$ cat config.mk
export PLATFORM = sky130hd
export DESIGN_NAME = sort_frame_ctrl_flat
export DESIGN_NICKNAME = d
export VERILOG_FILES = /design/src/rtl/sort_pkg.sv /design/src/rtl/sort_frame_ctrl_if.sv /design/src/rtl/sort_rr_arb2.sv /design/src/rtl/sort_frame_ctrl.sv /design/src/flat_wrapper.sv
export SDC_FILE = /design/constraint.sdc
export NUM_CORES = 1
export LEC_CHECK = 0
export BUFFER_PORTS_ARGS = -buffer_cell sky130_fd_sc_hd__buf_2
export CAP_MARGIN = 10
export CORE_MARGIN = 1.5
export CORE_UTILIZATION = 30
export DETAILED_ROUTE_END_ITERATION = 10
export SLEW_MARGIN = 20
export SYNTH_ARGS = -nofsm -noshare
export SYNTH_HDL_FRONTEND = slang
export SYNTH_HIERARCHICAL = 1
export SYNTH_SLANG_ARGS = --single-unit
$ cat constraint.sdc
create_clock -name clk -period 6.3 [get_ports clk]
set_clock_uncertainty 0.15 [all_clocks]
set_input_delay 1.26 -clock clk [delete_from_list [all_inputs] [get_ports clk]]
set_output_delay 1.26 -clock clk [all_outputs]
set_load 0.02 [all_outputs]
$ cat src/rtl/sort_pkg.sv
// Shared definitions for the sort frame controller: FSM encoding and result-width extension.
package sort_pkg;

  localparam int SUM_EXTRA = 4;

  // IDLE wait | CLEAR engine clear | FEED accept samples | DRAIN engine settle | HOLD result
  typedef enum logic [2:0] {
    ST_IDLE  = 3'd0,
    ST_CLEAR = 3'd1,
    ST_FEED  = 3'd2,
    ST_DRAIN = 3'd3,
    ST_HOLD  = 3'd4
  } sort_state_e;

endpackage

$ cat src/rtl/sort_frame_ctrl_if.sv
// Two-requester sample handshake between sample sources and the frame controller.
interface sort_frame_ctrl_if #(
  parameter int W = 12
);

  logic         ReqA;
  logic [W-1:0] DataA;
  logic         AckA;
  logic         ReqB;
  logic [W-1:0] DataB;
  logic         AckB;

  modport master (
    output ReqA, DataA, ReqB, DataB,
    input  AckA, AckB
  );

  modport slave (
    input  ReqA, DataA, ReqB, DataB,
    output AckA, AckB
  );

endinterface

$ cat src/rtl/sort_rr_arb2.sv
// Two-way round-robin arbiter; the requester not granted most recently wins a tie.
module sort_rr_arb2 (
  input  logic       clk,
  input  logic       synrst,
  input  logic [1:0] req_i,
  input  logic       en_i,
  output logic [1:0] grant_o
);

  // prio_b_q set means B was not granted most recently (A won last)
  logic prio_b_q, prio_b_d;

  always_comb begin
    grant_o  = 2'b00;
    prio_b_d = prio_b_q;
    if (en_i) begin
      case (req_i)
        2'b01:   grant_o = 2'b01;
        2'b10:   grant_o = 2'b10;
        2'b11:   grant_o = prio_b_q ? 2'b10 : 2'b01;
        default: grant_o = 2'b00;
      endcase
    end
    if (grant_o[0]) begin
      prio_b_d = 1'b1;
    end else if (grant_o[1]) begin
      prio_b_d = 1'b0;
    end
  end

  always_ff @(posedge clk) begin
    if (synrst) begin
      prio_b_q <= 1'b0;
    end else begin
      prio_b_q <= prio_b_d;
    end
  end

endmodule

$ cat src/rtl/sort_frame_ctrl.sv
// Frame controller feeding a sort engine from two requesters and capturing max/sum per frame.
// Optional idle-timeout early frame end is enabled by defining SORT_CTRL_TIMEOUT_EN.
module sort_frame_ctrl
  import sort_pkg::*;
#(
  parameter int W         = 12,
  parameter int FRAME_LEN = 64,
  parameter int DRAIN     = 4,
  parameter int TIMEOUT   = 1023
) (
  input  logic                   clk,
  input  logic                   synrst,
  input  logic                   Start,
  input  logic                   Abort,
  input  logic                   AutoRestart,
  sort_frame_ctrl_if.slave       req_if,
  output logic                   SortClr,
  output logic                   SortEn,
  output logic [W-1:0]           SortData,
  input  logic [W-1:0]           EngMax,
  input  logic [W+SUM_EXTRA-1:0] EngSum,
  output logic [W-1:0]           ResMax,
  output logic [W+SUM_EXTRA-1:0] ResSum,
  output logic                   ResValid,
  input  logic                   ResReady,
  output logic                   ResShort,
  output logic                   Busy
);

  localparam int CW = $clog2(FRAME_LEN + 1);
  localparam int SW = W + SUM_EXTRA;

  if (FRAME_LEN < 2 || FRAME_LEN > 4095 || DRAIN < 1 || DRAIN > 15 || TIMEOUT < 1) begin : g_param_err
    $error("sort_frame_ctrl: parameter out of range");
  end

  sort_state_e   state_q, state_d;
  logic [CW-1:0] cnt_q, cnt_d;
  logic [3:0]    drain_q, drain_d;
  logic          short_q, short_d;
  logic          sort_clr_q, sort_clr_d;
  logic          sort_en_q, sort_en_d;
  logic [W-1:0]  sort_data_q, sort_data_d;
  logic [W-1:0]  res_max_q, res_max_d;
  logic [SW-1:0] res_sum_q, res_sum_d;
  logic          res_valid_q, res_valid_d;
  logic          res_short_q, res_short_d;
  logic [1:0]    grant;
  logic          accept;
  logic          feed_en;
  logic          timeout;

  // Abort blocks acceptance so an aborted frame never swallows a requester's sample
  assign feed_en = (state_q == ST_FEED) && !Abort && !synrst;

  sort_rr_arb2 u_arb (
    .clk     (clk),
    .synrst  (synrst),
    .req_i   ({req_if.ReqB, req_if.ReqA}),
    .en_i    (feed_en),
    .grant_o (grant)
  );

  assign accept      = grant[0] | grant[1];
  assign req_if.AckA = grant[0];
  assign req_if.AckB = grant[1];

`ifdef SORT_CTRL_TIMEOUT_EN
  localparam int TW = $clog2(TIMEOUT + 1);
  logic [TW-1:0] idle_q, idle_d;

  always_comb begin
    idle_d  = idle_q;
    timeout = (state_q == ST_FEED) && !accept && (idle_q == '0);
    if (state_q != ST_FEED || accept) begin
      idle_d = TW'(TIMEOUT - 1);
    end else if (idle_q != '0) begin
      idle_d = idle_q - 1'b1;
    end
  end

  always_ff @(posedge clk) begin
    if (synrst) begin
      idle_q <= '0;
    end else begin
      idle_q <= idle_d;
    end
  end
`else
  assign timeout = 1'b0;
`endif

  always_comb begin
    state_d     = state_q;
    cnt_d       = cnt_q;
    drain_d     = drain_q;
    short_d     = short_q;
    res_max_d   = res_max_q;
    res_sum_d   = res_sum_q;
    res_valid_d = res_valid_q;
    res_short_d = res_short_q;
    sort_en_d   = accept;
    sort_data_d = sort_data_q;
    if (accept) begin
      sort_data_d = grant[1] ? req_if.DataB : req_if.DataA;
    end

    case (state_q)
      ST_IDLE: begin
        cnt_d = '0;
        if (Start && !Abort) begin
          state_d = ST_CLEAR;
        end
      end
      ST_CLEAR: begin
        cnt_d   = '0;
        short_d = 1'b0;
        state_d = ST_FEED;
      end
      ST_FEED: begin
        if (accept) begin
          cnt_d = cnt_q + 1'b1;
        end
        if (accept && cnt_q == CW'(FRAME_LEN - 1)) begin
          state_d = ST_DRAIN;
          drain_d = 4'(DRAIN - 1);
        end else if (timeout) begin
          state_d = ST_DRAIN;
          drain_d = 4'(DRAIN - 1);
          short_d = 1'b1;
        end
      end
      ST_DRAIN: begin
        if (drain_q == 4'd0) begin
          state_d     = ST_HOLD;
          res_max_d   = EngMax;
          res_sum_d   = EngSum;
          res_short_d = short_q;
          res_valid_d = 1'b1;
        end else begin
          drain_d = drain_q - 4'd1;
        end
      end
      ST_HOLD: begin
        if (ResReady) begin
          res_valid_d = 1'b0;
          state_d     = AutoRestart ? ST_CLEAR : ST_IDLE;
        end
      end
      default: state_d = ST_IDLE;
    endcase

    // Abort discards the frame, including a capture that would land on this edge
    if (Abort && state_q != ST_IDLE) begin
      state_d     = ST_IDLE;
      res_valid_d = 1'b0;
      res_max_d   = res_max_q;
      res_sum_d   = res_sum_q;
      res_short_d = res_short_q;
    end

    sort_clr_d = (state_d == ST_CLEAR) || (Abort && state_q != ST_IDLE);
  end

  always_ff @(posedge clk) begin
    if (synrst) begin
      state_q     <= ST_IDLE;
      cnt_q       <= '0;
      drain_q     <= 4'd0;
      short_q     <= 1'b0;
      sort_clr_q  <= 1'b1;
      sort_en_q   <= 1'b0;
      sort_data_q <= '0;
      res_max_q   <= '0;
      res_sum_q   <= '0;
      res_valid_q <= 1'b0;
      res_short_q <= 1'b0;
    end else begin
      state_q     <= state_d;
      cnt_q       <= cnt_d;
      drain_q     <= drain_d;
      short_q     <= short_d;
      sort_clr_q  <= sort_clr_d;
      sort_en_q   <= sort_en_d;
      sort_data_q <= sort_data_d;
      res_max_q   <= res_max_d;
      res_sum_q   <= res_sum_d;
      res_valid_q <= res_valid_d;
      res_short_q <= res_short_d;
    end
  end

  assign SortClr  = sort_clr_q;
  assign SortEn   = sort_en_q;
  assign SortData = sort_data_q;
  assign ResMax   = res_max_q;
  assign ResSum   = res_sum_q;
  assign ResValid = res_valid_q;
  assign ResShort = res_short_q;
  assign Busy     = (state_q != ST_IDLE);

endmodule

$ cat src/flat_wrapper.sv
// flat-port wrapper written by rule: the top's interface ports become plain ports
module sort_frame_ctrl_flat import sort_pkg::*;
#(
  parameter int W         = 12,
  parameter int FRAME_LEN = 64,
  parameter int DRAIN     = 4,
  parameter int TIMEOUT   = 1023
)
  (clk, synrst, Start, Abort, AutoRestart, SortClr, SortEn, SortData, EngMax, EngSum, ResMax, ResSum, ResValid, ResReady, ResShort, Busy, req_if_ReqA, req_if_DataA, req_if_ReqB, req_if_DataB, req_if_AckA, req_if_AckB);
  sort_frame_ctrl_if #(.W(W)) req_if_i ();
  input  logic clk;
  input  logic synrst;
  input  logic Start;
  input  logic Abort;
  input  logic AutoRestart;
  output logic SortClr;
  output logic SortEn;
  output logic [W-1:0] SortData;
  input  logic [W-1:0] EngMax;
  input  logic [W+SUM_EXTRA-1:0] EngSum;
  output logic [W-1:0] ResMax;
  output logic [W+SUM_EXTRA-1:0] ResSum;
  output logic ResValid;
  input  logic ResReady;
  output logic ResShort;
  output logic Busy;
  input wire logic [$bits(req_if_i.ReqA)-1:0] req_if_ReqA;
  input wire logic [$bits(req_if_i.DataA)-1:0] req_if_DataA;
  input wire logic [$bits(req_if_i.ReqB)-1:0] req_if_ReqB;
  input wire logic [$bits(req_if_i.DataB)-1:0] req_if_DataB;
  output wire logic [$bits(req_if_i.AckA)-1:0] req_if_AckA;
  output wire logic [$bits(req_if_i.AckB)-1:0] req_if_AckB;
  assign req_if_i.ReqA = req_if_ReqA;
  assign req_if_i.DataA = req_if_DataA;
  assign req_if_i.ReqB = req_if_ReqB;
  assign req_if_i.DataB = req_if_DataB;
  assign req_if_AckA = req_if_i.AckA;
  assign req_if_AckB = req_if_i.AckB;
  sort_frame_ctrl #(.W(W), .FRAME_LEN(FRAME_LEN), .DRAIN(DRAIN), .TIMEOUT(TIMEOUT)) u_core (.clk(clk), .synrst(synrst), .Start(Start), .Abort(Abort), .AutoRestart(AutoRestart), .req_if(req_if_i), .SortClr(SortClr), .SortEn(SortEn), .SortData(SortData), .EngMax(EngMax), .EngSum(EngSum), .ResMax(ResMax), .ResSum(ResSum), .ResValid(ResValid), .ResReady(ResReady), .ResShort(ResShort), .Busy(Busy));
endmodule
==> results of run 1 <==
==> metal layers <==
| metal | track usage [%] | part of all wire [%] |
|---|---|---|
| met3 | 3.86 | 7.3 |
| met2 | 22.1 | 45 |
| met4 | 5.81 | 1.3 |
| met1 | 16.5 | 46 |
| met5 | 0 | 0 |
==> per-stage QoR <==
stage	instances	hold WS (ns)
after CTS	500	0.303
after floorplan	294	0.282
after detailed placement	485	0.294
final	501	0.303
after global placement	485	0.294
after global routing	501	0.317
==> synthesized netlist by cell type, types with 3 or more instances <==
cell type	count
nand2_1	65
a21o_1	3
inv_1	7
nor2_1	32
o211ai_1	3
nand3_1	5
o21bai_1	3
nor3_1	9
a21oi_1	47
clkbuf_1	12
dfxtp_1	58
mux2i_1	12
or4_1	3
==> worst max-delay path, delay by kind of cell <==
kind / cells / cell delay (ns)
buffers and inverters: 3 / 0.87
and+or+nand+nor: 2 / 0.61
AOI/OAI and AO/OA: 1 / 0.11
==> flip-flops by register name (all words and copies together), names as in the netlist <==
signal                 cells
u_core/ResValid            1
u_core/cnt_q               7
u_core/SortData           12
u_core/u_arb/prio_b_q      1
u_core/state_q             3
u_core/drain_q             4
u_core/SortClr             1
u_core/ResSum             16
u_core/ResMax             12
u_core/SortEn              1
==> kinds of logic after synthesis <==
group / after synthesis / synth area share (%)
and+or+nand+nor: 127 / 24.2
AOI/OAI and AO/OA: 65 / 15.5
DFF: 58 / 48.1
buffers and inverters: 26 / 5.02
muxes: 12 / 4.97
xor gates and xnor gates: 3 / 1.09
adders and majority gates: 2 / 1.04
other: 1 / 0.155
==> power groups by stage <==
stage          Sequential [mW]  Combinational (mW)  Clock (mW)
2_1_floorplan            0.379              0.0128           0
3_3_place_gp             0.378              0.0363           0
3_5_place_dp             0.378              0.0367           0
4_1_cts                  0.369              0.0369       0.338
5_1_grt                  0.369              0.0402       0.358
6_report                 0.370              0.0363       0.326
==> final timing paths <==
check / slack (ns) / end
setup / recovery: 2.02 / req_if_AckB
hold reg to reg: 0.30 / u_core/ResMax[2]
setup reg to reg: 3.32 / u_core/cnt_q[3]
hold / removal: 0.30 / u_core/ResMax[2]
==> final cells by class <==
cell class	instances	area share [%]
Sequential cell	58	36.3
Inverter	7	0.821
Multi-Input combinational cell	210	35.7
Tap cell	102	3.99
Clock inverter	3	1.25
Clock buffer	12	4.53
Timing Repair Buffer	109	17.5
==> flow_summary.ini, run 1 <==
[final_layout]
syn2layout_area_growth_pct = 32.5
final_nets = 457
final_cell_mix = buf_2 (105), nand2_1 (65), dfxtp_1 (58)
final_area_um2 = 3200
fillCellCount = 807
fin_util_pct = 41.2
mostFrequentLayoutCell = buf_2
drive_gt1_share_pct = 32.3
multiInputGateArea_um2 = 1140
num_antenna_cells = 0
seq_area_um2 = 1160

[placement]
place_area_um2 = 3000
place_ws_ns = 2.00
dp_hpwl_um = 4170
io_buffer_count = 105
routabilityCongestion = 0.725

[pwr]
power.share.switching_pct = 21.3
p_clk_share_pct = 44.6
p_seq_share_pct = 50.5
finalPower_mw = 0.732
leakagePower_nw = 1.42
power.internal_mw = 0.576
power.density_nw_per_um2 = 229
comb_power_share_pct = 5.0
peakVddDrop_uv = 109
p_sw_mw = 0.156

[hold_path]
hold_class = register to register
hp-start = u_core/ResMax[2]
holdPathStages = 2

[detailed_routing]
wirelength_um = 5920
post_drt_wl_per_cell_um = 11.8
drtIter0Drc = 105
drt_pass1_iterations = 4
post-route-drc-count = 0
vias_per_cell = 4.63
detail-route-antenna-nets = 0
vias = 2319

[critical_path]
critPathLaunch = synrst
arrival_ns = 2.87
critPathMaxStageDelay_ns = 0.49
critPathLaunchType = input pin
cpMostUsedCell = buf_2
crit-reg2reg-launch = u_core/state_q[2]
crit_chain = buf_2, nor3_1, nand2_1, a21oi_2, buf_4, buf_2
reg2reg_depth = 9
end_kind = output pin
crit_slowest_cell = nor3_1
crit_required_ns = 4.89
cp_max_fo = 53
path_class = input pin to output pin

[global_routing]
grt_pass1_vias = 2105
overflow = 0
track_usage_pct = 13.5
grt_max_degree = 54
antenna_found_initial = 0
grt_pass1_wl_um = 9370

[synthesis]
synth-seq-area-share_pct = 48.1
synthCells = 294
synth_edf_count = 0
synth_area_leader_cell = dfxtp_1
async_reset_ff_share_pct = 0
syn-cell-area_um2 = 2420
avgSynthCellArea_um2 = 8.22
synth_top_area_share_pct = 48.1
ys_top_cells_by_area = dfxtp_1 (48%), nand2_1 (10%), a21oi_1 (9.7%), mux2i_1 (5.0%), nor2_1 (5.0%)
synth-seq-cells = 58
ys_types = 40
synth_fp_nets = 356
yosys_warnings = 6
synthFlopType = dfxtp_1

[clock_network]
clkSlewWorstSetupHoldPaths_ns = 0.06
clock_sinks = 58
tritoncts = built
cts_buffers = 9
ctsResizeCount = 0
ctsLongestPathBuffers = 2
cts-root-buf = clkbuf_8
clk_latency_ns = 0.32
post-cts-setup-buffers = 0
ctsHoldBuffers = 0
cts-htree-levels = 3

[sta]
relSlewSlack_pct = 36.5
rsz0062_at_grt = no
fin_crit_sh_pct = 67.9
final_hold_viol_count = 0
setup_viol = 0
fin_setup_tns_ns = 0
max_freq_ghz = 0.234
worst_slack_ns = 2.02
worst_slew_pin_slew_ns = 0.953
fin_crit_ns = 4.28
drv_slew = 0

[die]
die_h_um = 92.7
dieArea_um2 = 8600
die_w_um = 92.7
ios = 107
core_area_um2 = 7770
start_util_pct = 31.1
rows = 32

[job]
maxCapViolations = 0

[run_status]
status = finished, final reports clean
Power figures use the tool's default switching activity.
==> run 2: changes to the inputs <==
Settings changed: ABC_AREA set to 1.
Clock period 6.3 ns to 3.8 ns, I/O delays scaled along.
==> run 2 against run 1 <==
  * Global-route usage is 1.8 points higher
  * Sequential power is 66% higher
  * Synthesized area is 5.8% higher
  * Sequential share of layout area is 1.1 points lower
  * Worst setup slack worse by 1.1 ns
  * Final area is 3.1% higher
  * Critical endpoint is now req_if_AckA
  * Highest routed layer unchanged
==> flow_summary.ini, run 2 <==
[clock_network]
clock_sinks = 58
ctsHoldBuffers = 0
ctsLongestPathBuffers = 2
post-cts-setup-buffers = 0
clkSlewWorstSetupHoldPaths_ns = 0.06
cts-root-buf = clkbuf_8
clk_latency_ns = 0.34
ctsResizeCount = 0
cts_buffers = 9
cts-htree-levels = 3
tritoncts = built

[sta]
max_freq_ghz = 0.343
final_hold_viol_count = 0
fin_setup_tns_ns = 0
drv_slew = 0
relSlewSlack_pct = 52.7
fin_crit_sh_pct = 76.8
rsz0062_at_grt = no
fin_crit_ns = 2.92
worst_slack_ns = 0.882
setup_viol = 0
worst_slew_pin_slew_ns = 0.709

[pwr]
power.density_nw_per_um2 = 368
peakVddDrop_uv = 186
finalPower_mw = 1.22
leakagePower_nw = 1.67

[synthesis]
synth_fp_nets = 420
synth-seq-cells = 58
synth-seq-area-share_pct = 45.4
synth_edf_count = 0
ys_top_cells_by_area = dfxtp_1 (45%), nor2_1 (11%), nand2_1 (10%), nand3_1 (7.0%), inv_1 (5.3%)
async_reset_ff_share_pct = 0
synthCells = 358
synth_top_area_share_pct = 45.4
synth_area_leader_cell = dfxtp_1
syn-cell-area_um2 = 2560
synthFlopType = dfxtp_1
netlist_top_cells_count = nor2_1 (75), nand2_1 (68), dfxtp_1 (58)
yosysMostFrequentCell = nor2_1
yosys_warnings = 6
avgSynthCellArea_um2 = 7.14
ys_types = 32

[global_routing]
grt_max_degree = 30
antenna_found_initial = 0
grt_pass1_vias = 2348
overflow = 0
track_usage_pct = 15.3
grt_pass1_wl_um = 10700

[critical_path]
crit_required_ns = 2.89
critPathLaunchType = register
r2r-end = u_core/drain_q[3]
r2r_slack_ns = 0.90
arrival_ns = 2.01
crit-reg2reg-launch = u_core/state_q[2]
cp_max_fo = 14
end_kind = output pin
path_class = register to output pin
reg2reg_depth = 14

[die]
die_h_um = 95.3
dieArea_um2 = 9080
ios = 107
rows = 33
start_util_pct = 31.1
die_w_um = 95.3
core_area_um2 = 8220

[final_layout]
syn2layout_area_growth_pct = 29.1
seq_area_um2 = 1160
largest_reg_flops = 16
final_area_um2 = 3300
drive_gt1_share_pct = 28.8
multiInputGateArea_um2 = 1120
fillCellCount = 881
final_nets = 522
mostFrequentLayoutCell = buf_2
num_antenna_cells = 0
final_cell_mix = buf_2 (105), nor2_1 (75), nand2_1 (68)
finalNonFillerCells = 570

[detailed_routing]
routed.top_layer = met4
vias_per_cell = 4.46
wl_met2_um = 3000
post-route-drc-count = 0
drt_pass1_iterations = 4
wirelength_um = 6430
wl_met1_um = 2970
post_drt_wl_per_cell_um = 11.3
vias = 2543
drtIter0Drc = 85
detail-route-antenna-nets = 0
wl_met3_um = 322

[hold_path]
min_to = u_core/ResMax[4]
hold_class = register to register
holdPathStages = 2
hp-start = u_core/ResMax[4]

[placement]
routabilityCongestion = 0.820
place_area_um2 = 3120
io_buffer_count = 105
dp_hpwl_um = 4760
place_ws_ns = 0.605
dp.cells = 554

[job]
maxCapViolations = 0

[run_status]
status = finished, final reports clean
[run 2: where the power goes]
group	leakage (nW)	switching, mW	total (mW)	internal, mW
clock network	0.0965	0.236	0.525	0.288
registers	0.468	0.00264	0.614	0.612
logic	1.10	0.0424	0.0774	0.0349
[run 2: cells by family (layout without fill, tap and decap cells)]
kind of cell / after synthesis / count (layout) / share of synthesized area, %
AO/OA/AOI/OAI: 48 / 48 / 10.1
XOR/XNOR: 2 / 2 / 0.685
adder cells (fa/ha/maj): 2 / 2 / 0.979
buffers and inverters: 57 / 164 / 10.6
flip-flops: 58 / 58 / 45.4
other: 1 / 1 / 0.147
AND/OR/NAND/NOR: 190 / 190 / 32.1
[run 2: final cells by class]
cell class	instances	area share, %
sequential	58	35.2
clock buffer	14	5.23
multi-input combinational	243	34.0
clock inverter	2	0.303
timing repair buffer	107	16.4
inverter	41	4.89
tap	105	3.98
[run 2: layer usage]
metal / global-route usage, % / vias to the layer above
li1: - / 1319
met1: 19.3 / 1151
met2: 23.6 / 64
met3: 3.99 / 9
met4: 8.46 / 0
met5: 0 / -
[run 2: worst max-delay path, cell delays in order, from the launching register on]
cell and delay (ns):
dfxtp_1 0.38, inv_2 0.14, nand3_1 0.15, nor3_1 0.23
nand2_1 0.09, clkinv_1 0.06, nand2_2 0.05, inv_1 0.32
buf_2 0.25
[run 2: stage by stage]
| stage | hold WS (ns) | utilization [%] |
|---|---|---|
| after floorplan | 0.284 | - |
| after global placement | 0.301 | 37.9 |
| after detailed placement | 0.307 | 37.9 |
| after CTS | 0.323 | 40.2 |
| after global routing | 0.364 | 40.2 |
| final | 0.324 | 40.2 |
[run 2: how the worst max path moves through the flow]
stage,startpoint,endpoint,slack (ns)
global route,u_core/state_q[2],u_core/drain_q[3],0.50
floorplan,synrst,u_core/drain_q[2],0.95
finish,u_core/state_q[2],req_if_AckA,0.88
CTS,u_core/state_q[2],req_if_AckA,0.90
detailed placement,synrst,u_core/drain_q[3],0.60
global placement,synrst,u_core/drain_q[2],0.75
